**src/rtl/chr_bg_ctrl.sv**
```systemverilog
// Character background write controller: CPU/fill arbitration on the name-table
// port, a straight-through bitmap port, and vblank-synchronised register commit.
module chr_bg_ctrl #(
  parameter int CHR_SIZE_BITS = 6
) (
  input  logic                     clk,
  input  logic                     reset,
  input  logic [31:0]              cpu_address,
  input  logic [7:0]               cpu_din,
  input  logic                     cpu_chr_we,
  input  logic                     cpu_bitmap_we,
  input  logic                     fill_start,
  input  logic [CHR_SIZE_BITS-1:0] fill_x,
  input  logic [CHR_SIZE_BITS-1:0] fill_y,
  input  logic [CHR_SIZE_BITS:0]   fill_w,
  input  logic [CHR_SIZE_BITS:0]   fill_h,
  input  logic [7:0]               fill_value,
  output logic                     fill_busy,
  output logic                     fill_done,
  input  logic [31:0]              cfg_x,
  input  logic [31:0]              cfg_y,
  input  logic [31:0]              cfg_scale,
  input  logic [31:0]              cfg_palette0,
  input  logic [31:0]              cfg_palette1,
  input  logic [31:0]              cfg_palette2,
  input  logic [31:0]              cfg_palette3,
  input  logic                     commit_req,
  input  logic                     vblank,
  output logic                     commit_pending,
  output logic                     commit_done,
  output logic [31:0]              chr_address,
  output logic [7:0]               chr_din,
  output logic                     chr_we,
  output logic [31:0]              bitmap_address,
  output logic [7:0]               bitmap_din,
  output logic                     bitmap_we,
  output logic [31:0]              x,
  output logic [31:0]              y,
  output logic [31:0]              scale,
  output logic [31:0]              palette0,
  output logic [31:0]              palette1,
  output logic [31:0]              palette2,
  output logic [31:0]              palette3
);

  localparam int N = CHR_SIZE_BITS;

  typedef enum logic [1:0] {IDLE, RUN, DONE} fill_state_t;

  fill_state_t state, state_nx;

  logic [N-1:0] fx_q, fy_q, col, row, col_nx, row_nx;
  logic [N:0]   fw_q, fh_q;
  logic [7:0]   fval_q;
  logic         zero_q;
  logic         zero_start, last_col, last_row, issue, fill_done_nx;
  logic [N-1:0] addr_row, addr_col;
  logic [31:0]  fill_addr;

  logic         vblank_q, pending, vb_edge;
  logic [31:0]  stg_x, stg_y, stg_scale, stg_pal0, stg_pal1, stg_pal2, stg_pal3;

  assign zero_start = (fill_w == '0) || (fill_h == '0);
  assign last_col   = ({1'b0, col} == (fw_q - (N+1)'(1)));
  assign last_row   = ({1'b0, row} == (fh_q - (N+1)'(1)));
  assign addr_row   = fy_q + row;
  assign addr_col   = fx_q + col;
  assign fill_addr  = 32'({addr_row, addr_col});
  assign vb_edge    = vblank & ~vblank_q;

  // A zero-size fill reports done straight from IDLE; a real fill reports it
  // from DONE so the pulse lands one cycle after its last registered write.
  always_comb begin
    state_nx     = state;
    col_nx       = col;
    row_nx       = row;
    issue        = 1'b0;
    fill_done_nx = 1'b0;
    case (state)
      IDLE: begin
        if (fill_start) begin
          col_nx = '0;
          row_nx = '0;
          if (zero_start) begin
            state_nx     = DONE;
            fill_done_nx = 1'b1;
          end else begin
            state_nx = RUN;
          end
        end
      end
      RUN: begin
        if (!cpu_chr_we) begin
          issue = 1'b1;
          if (last_col) begin
            col_nx = '0;
            if (last_row) state_nx = DONE;
            else          row_nx   = row + N'(1);
          end else begin
            col_nx = col + N'(1);
          end
        end
      end
      DONE: begin
        state_nx     = IDLE;
        fill_done_nx = ~zero_q;
      end
      default: state_nx = IDLE;
    endcase
  end

  always_ff @(posedge clk) begin
    if (!reset) begin
      state          <= IDLE;
      col            <= '0;
      row            <= '0;
      fx_q           <= '0;
      fy_q           <= '0;
      fw_q           <= '0;
      fh_q           <= '0;
      fval_q         <= '0;
      zero_q         <= 1'b0;
      fill_busy      <= 1'b0;
      fill_done      <= 1'b0;
      chr_we         <= 1'b0;
      chr_address    <= '0;
      chr_din        <= '0;
      bitmap_we      <= 1'b0;
      bitmap_address <= '0;
      bitmap_din     <= '0;
      vblank_q       <= 1'b0;
      pending        <= 1'b0;
      commit_pending <= 1'b0;
      commit_done    <= 1'b0;
      stg_x          <= '0;
      stg_y          <= '0;
      stg_scale      <= '0;
      stg_pal0       <= '0;
      stg_pal1       <= '0;
      stg_pal2       <= '0;
      stg_pal3       <= '0;
      x              <= '0;
      y              <= '0;
      scale          <= '0;
      palette0       <= '0;
      palette1       <= '0;
      palette2       <= '0;
      palette3       <= '0;
    end else begin
      state     <= state_nx;
      col       <= col_nx;
      row       <= row_nx;
      fill_busy <= (state_nx == RUN);
      fill_done <= fill_done_nx;

      if (state == IDLE && fill_start) begin
        fx_q   <= fill_x;
        fy_q   <= fill_y;
        fw_q   <= fill_w;
        fh_q   <= fill_h;
        fval_q <= fill_value;
        zero_q <= zero_start;
      end

      if (cpu_chr_we) begin
        chr_we      <= 1'b1;
        chr_address <= cpu_address;
        chr_din     <= cpu_din;
      end else if (issue) begin
        chr_we      <= 1'b1;
        chr_address <= fill_addr;
        chr_din     <= fval_q;
      end else begin
        chr_we      <= 1'b0;
      end

      bitmap_we      <= cpu_bitmap_we;
      bitmap_address <= cpu_address;
      bitmap_din     <= cpu_din;

      // Apply-then-capture ordering lets a same-cycle request refill staging
      // after the old staging has gone live, keeping pending set.
      vblank_q    <= vblank;
      commit_done <= 1'b0;
      if (vb_edge && pending) begin
        x           <= stg_x;
        y           <= stg_y;
        scale       <= stg_scale;
        palette0    <= stg_pal0;
        palette1    <= stg_pal1;
        palette2    <= stg_pal2;
        palette3    <= stg_pal3;
        commit_done <= 1'b1;
        pending     <= 1'b0;
      end
      if (commit_req) begin
        stg_x     <= cfg_x;
        stg_y     <= cfg_y;
        stg_scale <= cfg_scale;
        stg_pal0  <= cfg_palette0;
        stg_pal1  <= cfg_palette1;
        stg_pal2  <= cfg_palette2;
        stg_pal3  <= cfg_palette3;
        pending   <= 1'b1;
      end
      commit_pending <= pending;
    end
  end

endmodule

```
**config.mk**
```make
export PLATFORM = sky130hd
export DESIGN_NAME = chr_bg_ctrl
export DESIGN_NICKNAME = d
export VERILOG_FILES = /design/src/rtl/chr_bg_ctrl.sv
export SDC_FILE = /design/constraint.sdc
export NUM_CORES = 1
export LEC_CHECK = 0
export CAP_MARGIN = 10
export CORE_ASPECT_RATIO = 0.9
export CORE_MARGIN = 5
export CORE_UTILIZATION = 43
export CTS_CLUSTER_DIAMETER = 120
export DETAILED_ROUTE_END_ITERATION = 12
export GPL_TIMING_DRIVEN = 0
export PLACE_DENSITY = 0.83
export SKIP_LAST_GASP = 1
export SLEW_MARGIN = 20
export SYNTH_ARGS = -nofsm -noshare
export SYNTH_HDL_FRONTEND = slang
export SYNTH_SLANG_ARGS = --single-unit
```
**constraint.sdc**
```tcl
create_clock -name clk -period 2.5 [get_ports clk]
set_input_delay 0.5 -clock clk [delete_from_list [all_inputs] [get_ports clk]]
set_output_delay 0.5 -clock clk [all_outputs]
set_load 0.05 [all_outputs]
```
; Word level (Yosys, flattened, before mapping)
; Cells that the tools add are included.
[totals]
regBits = 585
latch_bits = 0
ram_bits = 0
mem_bits_ro = 0
inputBits = 305
output_inout_bits = 310
word_cells = 92
n_memories = 0
[op_classes]
add_sub_neg = 6
mul = 0
n_div = 0
order_cmp = 0
n_eq_ne = 9
n_shift = 0
n_mux = 28
n_bitwise = 3
n_reduce_logical = 11
[op_table]
columns = operator, n
row1 = 32-bit 2-to-1 mux, 2
row2 = 6-bit 2-to-1 mux, 6
row3 = 6-bit one-hot mux with 2 select lines, 2
row4 = 8-bit 2-to-1 mux, 2
row5 = 6-bit by 7-bit == test with 1-bit output, 2
row6 = 7-bit zero test, 2
row7 = "7-bit by 1-bit subtractor with 7-bit output, second input constant", 2
row8 = "6-bit by 1-bit adder with 6-bit output, second input constant", 2
row9 = 6-bit adder, 2
row10 = 2-bit 2-to-1 mux, 5
row11 = 1-bit 2-to-1 mux, 9
row12 = "2-bit != test, second input constant", 4
row13 = 2-bit nonzero test, 3
row14 = 5-bit AND reduction, 1
row15 = "2-bit by 1-bit == test with 1-bit output, second input constant", 2
row16 = 2-bit one-hot mux with 2 select lines, 1
row17 = 3-bit AND reduction, 1
row18 = "2-bit == test, second input constant", 1
row19 = 1-bit logical AND, 2
row20 = 2-bit zero test, 1
row21 = 1-bit inverter, 2
row22 = 1-bit one-hot mux with 2 select lines, 1
row23 = 1-bit bitwise AND, 1
row24 = 1-bit logical OR, 1

; Logic depth before layout (Yosys ltp)
; Gate-level depths: netlist (run 1).
[depth]
word_depth = 7
ltp_mapped = 9
mapped_depth_nobuf = 9

; Worst setup path before layout (run 1)
; OpenSTA, ideal clock, no wires.
[synth_path]
path_type = register -> register
start = register fw_q[0]
end = register row[3]
setup_ns = 0.070
t_arrival_ns = 2.244
required_time_ns = 2.430
path_slack_ns = 0.186
path_stages_with_launch = 10
n_path_buf = 0
synth_period_minus_slack_ns = 2.314
path_cell_list = dfxtp_1 inv_1 ha_1 nor3b_2 nand2_1 or4b_4 a31oi_4 o2111ai_2 or3_1 a21oi_1
[synth_via]
elab_chain_len = 4
[synth_rtl]
columns = item, line_no
row1 = start: declaration, 53  ; logic [N:0] fw_q, fh_q;
row2 = start signal: assignment, 159  ; fw_q <= fill_w;
row3 = 7-bit by 1-bit subtractor with 7-bit output, 64  ; assign last_col = ({1'b0, col} == (fw_q - (N+1)'(1)));
row4 = 6-bit by 7-bit == test with 1-bit output, 64
row5 = 2-bit != test (no source line), n/a
row6 = 5-bit AND reduction (no source line), n/a
row7 = end signal: assignment, 152  ; row <= row_nx;
row8 = end: declaration, 52  ; logic [N-1:0] fx_q, fy_q, col, row, col_nx, row_nx;
; No other way between the ends.
; A chain may end at the register's enable or synchronous reset.

; Worst setup path after layout (run 1)
[layout_path]
start = register fw_q[0]
end = register row[2]
; Same word-level chain as after synthesis.

==> metrics, run 1 <==
sequential share of the synthesized area=between 50% and 60%; Final HPWL DP=around 57,000 um; kind of critical path=reg2reg; worst slew pin tran=1.05 ns; CP startpoint kind=register; Die H=approximately 220 um; area growth from synthesis to layout=41.3%; total negative setup slack=0 ns; TritonCTS Sinks=roughly 590; Clock Tree Buf Depth=3; crit path DAT=roughly 3 ns; number of global-route vias before repair=19,400; relative slew slack=30.1%; Crit. End Element=register; final core area utilization=61.6%; pre-CTS setup slack=-1.06 ns; Synth Flop Type=dfxtp_1; library cells used by synthesis=44; Overall Global Routing Usage=24.9%; vias per inst=between 5 and 6; Clk Latency, worst-skew pair=0.60 ns; grt ovf=0; post-synth top area cell=dfxtp_1; Yosys top cell area share=53.1%; Syn Inst Count=roughly 2,300; die area=~56,000 um^2; Max Slew Vio Count=0; endpoints failing hold=0; Seq cells post-synth=585; first-pass GRT wire length=111,000 um; syn_nets=~2,700; die width=between 200 and 250 um; DR vias=18,800; Placed Instances=between 3,000 and 4,000; Req. time, crit path=between 3 and 4 ns; commonest cells in the netlist=nand2_1 (595), dfxtp_1 (585), a21boi_0 (259); CTS buffer count=57; Fmax=~400 MHz; critical path fanouts, max=5; Final Setup Violations=0; Boundary Pins=slightly above 600; Core Area=50,600 um^2; port bufs=just over 600; DRT Pass-1 Iters=5; P_leak=about 12 nW; Area contributors post-synth=dfxtp_1 (53%), mux2i_1 (10%), nand2_1 (10%), a21boi_0 (8.8%), nor2b_1 (6.8%); Post-Syn Area=between 20,000 and 25,000 um^2; RSZ-0062 raised after global routing=true; critical path's slowest cell=or4b_4; CTS tree=built; fin crit share=99.1%; Max H-tree Level=2; non-filler cells, final=approximately 3,800; Hold Crit Class=reg2reg; minimum clock period=approximately 2.5 ns; Final WS setup=roughly 0.023 ns; maximum capacitance violations=0; Worst Hold Slack=about 0.46 ns; clk slew on worst S/H paths=0.07 ns; pwr dens=around 690 nW/um^2; GP Congestion=0.918; largest net degree at the start of global routing=15; Starting Density=between 40% and 50%; # nets final=3,334; # DRC=0; Post-Route WL=73,700 um; Cell Chain, Critical Path=inv_2 -> ha_4 -> nor3b_4 -> nand2_1 -> or4b_4 -> a31oi_4 -> o211ai_1 -> or3_1 -> a21oi_2; Post-synth EDFFs=0; num rows=between 70 and 80; final antenna-violating net count=0; clk root buf=clkbuf_16; post-synthesis async set-or-reset flop share=0%; Clock Skew=between 0.015 and 0.02 ns; share of cells above drive strength 1=between 3 and 4%; Post-Syn Area per Cell=about 9.4 um^2; Yosys Warn Count=0; count leader, synth=nand2_1; wire per inst=a little under 20 um; DR iter-0 viols=between 800 and 900; outcome=completed; initial antenna violation count=17; Largest stage delay, worst path=0.54 ns; peak supply drop=0.000500 V
-- cell usage in the layout (no fill, tap or decap), types with 11 or more instances in the layout --
cell and instances:
clkbuf_16 59, clkbuf_1 137, xnor2_1 17, clkdlybuf4s50_1 611, nor2_1 17, inv_1 16
xor2_1 12, a21boi_0 259, a21oi_1 44, ha_1 13, o21ai_0 36, nand2_1 595
buf_1 27, and2_1 47, clkinv_2 11, dfxtp_1 583, mux2i_1 226, diode_2 14
nor2b_1 241, clkbuf_8 11
-- metal layers --
layer	wire, um	GRT usage [%]	vias up
li1	-	-	9018
met1	28400	28.4	8935
met2	36100	43.6	706
met3	6010	7.95	178
met4	3010	10.3	12
met5	93	0	-
-- through the flow --
| stage | total power, mW | area, um^2 |
|---|---|---|
| 6_report | 21.6 | 31100 |
| 5_1_grt | 22.4 | 31100 |
| 2_1_floorplan | 11.5 | 22000 |
| 4_1_cts | 21.7 | 31000 |
| 3_3_place_gp | 12.7 | 29000 |
| 3_5_place_dp | 12.7 | 29000 |
-- where the power goes --
part           switching, mW  internal (mW)
registers              0.230           9.71
clock network           3.68           5.36
logic                   1.44           1.18
total                   5.35           16.3
-- critical path: cells and delay by family, from the launching register on --
kind | cells | cell delay, ns
AO/OA/AOI/OAI | 3 | 0.58
adder cells (fa/ha/maj) | 1 | 0.13
buffers and inverters | 1 | 0.06
flip-flops | 1 | 0.36
AND/OR/NAND/NOR | 4 | 1.27
-- repair_timing --
item                                    in CTS  in global routing
endpoints found under the setup margin     165                 11
setup buffers                                3                  4
hold endpoints to repair                     0                  0
pin swaps                                    1                  7
cloned                                       0                  0
hold buffers                                 0                  0
gates resized for setup                      6                 14
-- state kept, by name, indices dropped and copies added, names as in the netlist, 32 cells and up --
signal / count
x: 32
scale: 32
palette2: 32
stg_pal2: 32
y: 32
stg_pal3: 32
stg_y: 32
palette0: 32
stg_pal0: 32
chr_address: 32
bitmap_address: 32
palette3: 32
stg_x: 32
stg_pal1: 32
palette1: 32
stg_scale: 32
-- kinds of logic (layout without fill, tap and decap cells) --
group / Yosys count / count (layout) / share of synthesized area, %
simple gates: 937 / 937 / 19.7
other cells: 0 / 14 / 0
xor+xnor: 30 / 30 / 1.25
flops: 585 / 585 / 53.1
compound gates: 366 / 366 / 11.7
buf+inv: 176 / 898 / 3.00
mux: 226 / 226 / 10.3
fa+ha+maj: 16 / 16 / 0.977
-- path summary, 6_finish.rpt --
kind / from / to / slack (ns) / cells after the start
min: stg_pal3[31] / palette3[31] / 0.46 / 2
max: fw_q[0] / row[2] / 0.02 / 9
max reg2reg: fw_q[0] / row[2] / 0.02 / 9
min reg2reg: stg_pal3[31] / palette3[31] / 0.46 / 2
-- cell type report --
class | instances | area [um^2]
diodes | 14 | 35.0
plain buffers | 157 | 594
clock buffers | 81 | 1670
clock inverters | 23 | 307
fillers | 4101 | 19400
inverters | 18 | 67.6
multi-input cells | 1575 | 9710
flip-flops and latches | 585 | 11700
well taps | 680 | 851
repair buffers | 619 | 6180
Power figures use the tool's default switching activity.
==> run 2: changes to the inputs <==
--- a/config.mk
+++ b/config.mk
@@ -13,6 +13,7 @@
 export DETAILED_ROUTE_END_ITERATION = 12
 export GPL_TIMING_DRIVEN = 0
 export PLACE_DENSITY = 0.83
+export REMOVE_ABC_BUFFERS = 1
 export SKIP_LAST_GASP = 1
 export SLEW_MARGIN = 20
 export SYNTH_ARGS = -nofsm -noshare
==> run 2 against run 1 <==
  * The run now ends with negative setup slack left
  * Setup slack worse by 0.030 ns
  * Fmax down 1.2%
  * Hold slack worse by 0.17 ns
  * Cell area up 0.17%
  * Critical path type unchanged
  * Largest cell class unchanged
  * Largest power group unchanged
  * Highest routed layer unchanged
==> metrics, run 2 (synthesized netlist as in run 1, its figures left out) <==
outcome=finished with violations (was completed); CP startpoint kind=register (unchanged); commonest non-fill, non-tap cell in the layout=clkdlybuf4s50_1 (unchanged); Fmax=399 MHz (was 404 MHz); Boundary Pins=615 (unchanged); clk slew on worst S/H paths=0.06 ns (was 0.07 ns); Max Slew Vio Count=0 (unchanged); die width=249 um (unchanged); CTS tree=built (unchanged); worst slew pin tran=0.810 ns (was 1.05 ns); GP Congestion=0.850 (was 0.918); # nets final=3,198 (was 3,334); Overall Global Routing Usage=22.9% (was 24.9%); critical path fanouts, max=6 (was 5); Core Area=50,600 um^2 (unchanged); fin crit share=100% (was 99.1%); maximum capacitance violations=0 (unchanged); relative slew slack=46.0% (was 30.1%); final antenna-violating net count=0 (unchanged); Pwr Total=21.8 mW (was 21.6 mW); Clk Latency, worst-skew pair=0.61 ns (was 0.60 ns); hold path cells=3 (was 2); Clock Skew=0.0146 ns (was 0.0177 ns); Placed Instances=3,491 (was 3,628); initial antenna violation count=17 (unchanged); area growth from synthesis to layout=41.5% (was 41.3%); P_leak=11.7 nW (was 11.6 nW); Max H-tree Level=2 (unchanged); Hold Crit Class=in2reg (was reg2reg); Worst Hold Slack=0.286 ns (was 0.455 ns); num rows=78 (unchanged); crit path DAT=3.02 ns (was 3.01 ns); Final HPWL DP=48,300 um (was 56,600 um); commonest non-fill, non-tap cells in the layout=clkdlybuf4s50_1 (610), nand2_1 (594), dfxtp_1 (583), a21boi_0 (259), nor2b_1 (240) (was clkdlybuf4s50_1 (611), nand2_1 (595), dfxtp_1 (583), a21boi_0 (259), nor2b_1 (241)); first-pass GRT wire length=104,000 um (was 111,000 um); # DRC=0 (unchanged); failing checks=negative setup slack; CTS Hold Bufs=0 (unchanged); pwr dens=698 nW/um^2 (was 694 nW/um^2); DR vias=18,100 (was 18,800); Clock Tree Buf Depth=3 (unchanged); CTS buffer count=58 (was 57); RSZ-0062 raised after global routing=true (unchanged); final core area utilization=61.7% (was 61.6%); kind of critical path=reg2reg (unchanged); Final WS setup=-0.00751 ns (was 0.0226 ns); Crit. End Element=register (unchanged); r2r setup slk=-0.008 ns (was 0.02 ns); Final Setup Violations=1 (was 0); Reg2Reg Launch Point=fw_q[0] (unchanged); Req. time, crit path=3.02 ns (was 3.03 ns); pre-CTS setup slack=-0.594 ns (was -1.06 ns); worst r2r path cells=9 (unchanged); FF-to-FF End=row[4] (was row[2]); vias per inst=5.01 (was 5.02); DR iter-0 viols=995 (was 808); Starting Density=43.6% (unchanged); DRT Pass-1 Iters=5 (unchanged); wire per inst=18.8 um (was 19.6 um); die area=55,900 um^2 (unchanged); peak supply drop=0.000568 V (was 0.000500 V); port bufs=614 (was 612); clk root buf=clkbuf_16 (unchanged); number of global-route vias before repair=18,600 (was 19,400); TritonCTS Sinks=585 (unchanged); non-filler cells, final=3,618 (was 3,752); HP Start=commit_req (was stg_pal3[31]); Post-Route WL=67,900 um (was 73,700 um); Die H=225 um (unchanged); share of cells above drive strength 1=5.13% (was 3.89%); grt ovf=0 (unchanged); minimum clock period=2.51 ns (was 2.48 ns); Hold Path End=stg_scale[27] (was palette3[31]); largest net degree at the start of global routing=168 (was 15); endpoints failing hold=0 (unchanged)
-- run 2: cell types whose count changed in the layout (fill, tap and decap cells not counted), sizes merged --
cell           change
buf                -6
bufinv             +1
clkbuf           -126
clkdlybuf4s50      -1
clkinvlp           -1
dlygate4sd2        +1
dlymetal6s2s       -1
inv                -1
-- run 2: how the worst max path moves through the flow --
stage / slack, ns / end / start
final: -0.008 / row[4] / fw_q[0]
after global routing: -0.10 / row[4] / fw_q[0]
after CTS: -0.02 / row[3] / fw_q[0]
after detailed placement: -0.59 / palette3[11] / vblank
after global placement: -12.75 / palette3[11] / vblank
after floorplan: -5.21 / palette0[0] / vblank
-- run 2: stage by stage --
| step | setup TNS, ns | area, um^2 |
|---|---|---|
| global placement | -6020.05 | 28400 |
| finish | -0.00751 | 31200 |
| floorplan | -1166.82 | 21400 |
| global route | -0.199 | 31200 |
| CTS | -0.0199 | 31100 |
| detailed placement | -25.88 | 29000 |
-- run 2: timing repair --
| item | 4_1_cts | 5_1_grt |
|---|---|---|
| setup buffers | 3 | 3 |
| gates resized for setup | 4 | 17 |
| cloned | 0 | 0 |
| pin swaps | 1 | 8 |
| endpoints found under the setup margin | 5 | 18 |
-- run 2: report_power, final --
part	total, mW	switching (mW)	internal, mW	leakage, nW
logic	2.58	1.37	1.20	5.88
clock network	9.27	3.69	5.58	1.02
registers	9.93	0.210	9.72	4.79
-- run 2: cell type report --
class	count	area, um^2
multi-input cells	1575	9770
repair buffers	639	6690
inverters	18	67.6
flip-flops and latches	585	11700
clock inverters	22	347
fillers	3844	19400
diodes	14	35.0
well taps	680	851
clock buffers	85	1710
-- run 2: layer usage --
metal	global-route usage, %	vias to the layer above	routed length (um)
met2	39.1	625	32800
li1	-	8719	-
met4	11.8	8	3650
met5	0	-	52
met1	25.5	8570	26000
met3	7.72	192	5440
-- run 2: worst max-delay path, stage by stage, from the launching register on --
cell and delay [ns]:
dfxtp_4 0.36, inv_2 0.07, ha_4 0.14, nor3b_4 0.21, nand2_1 0.10, or4b_4 0.54, a31oi_4 0.27, o2111ai_4 0.17
or3_1 0.38, a21oi_1 0.19
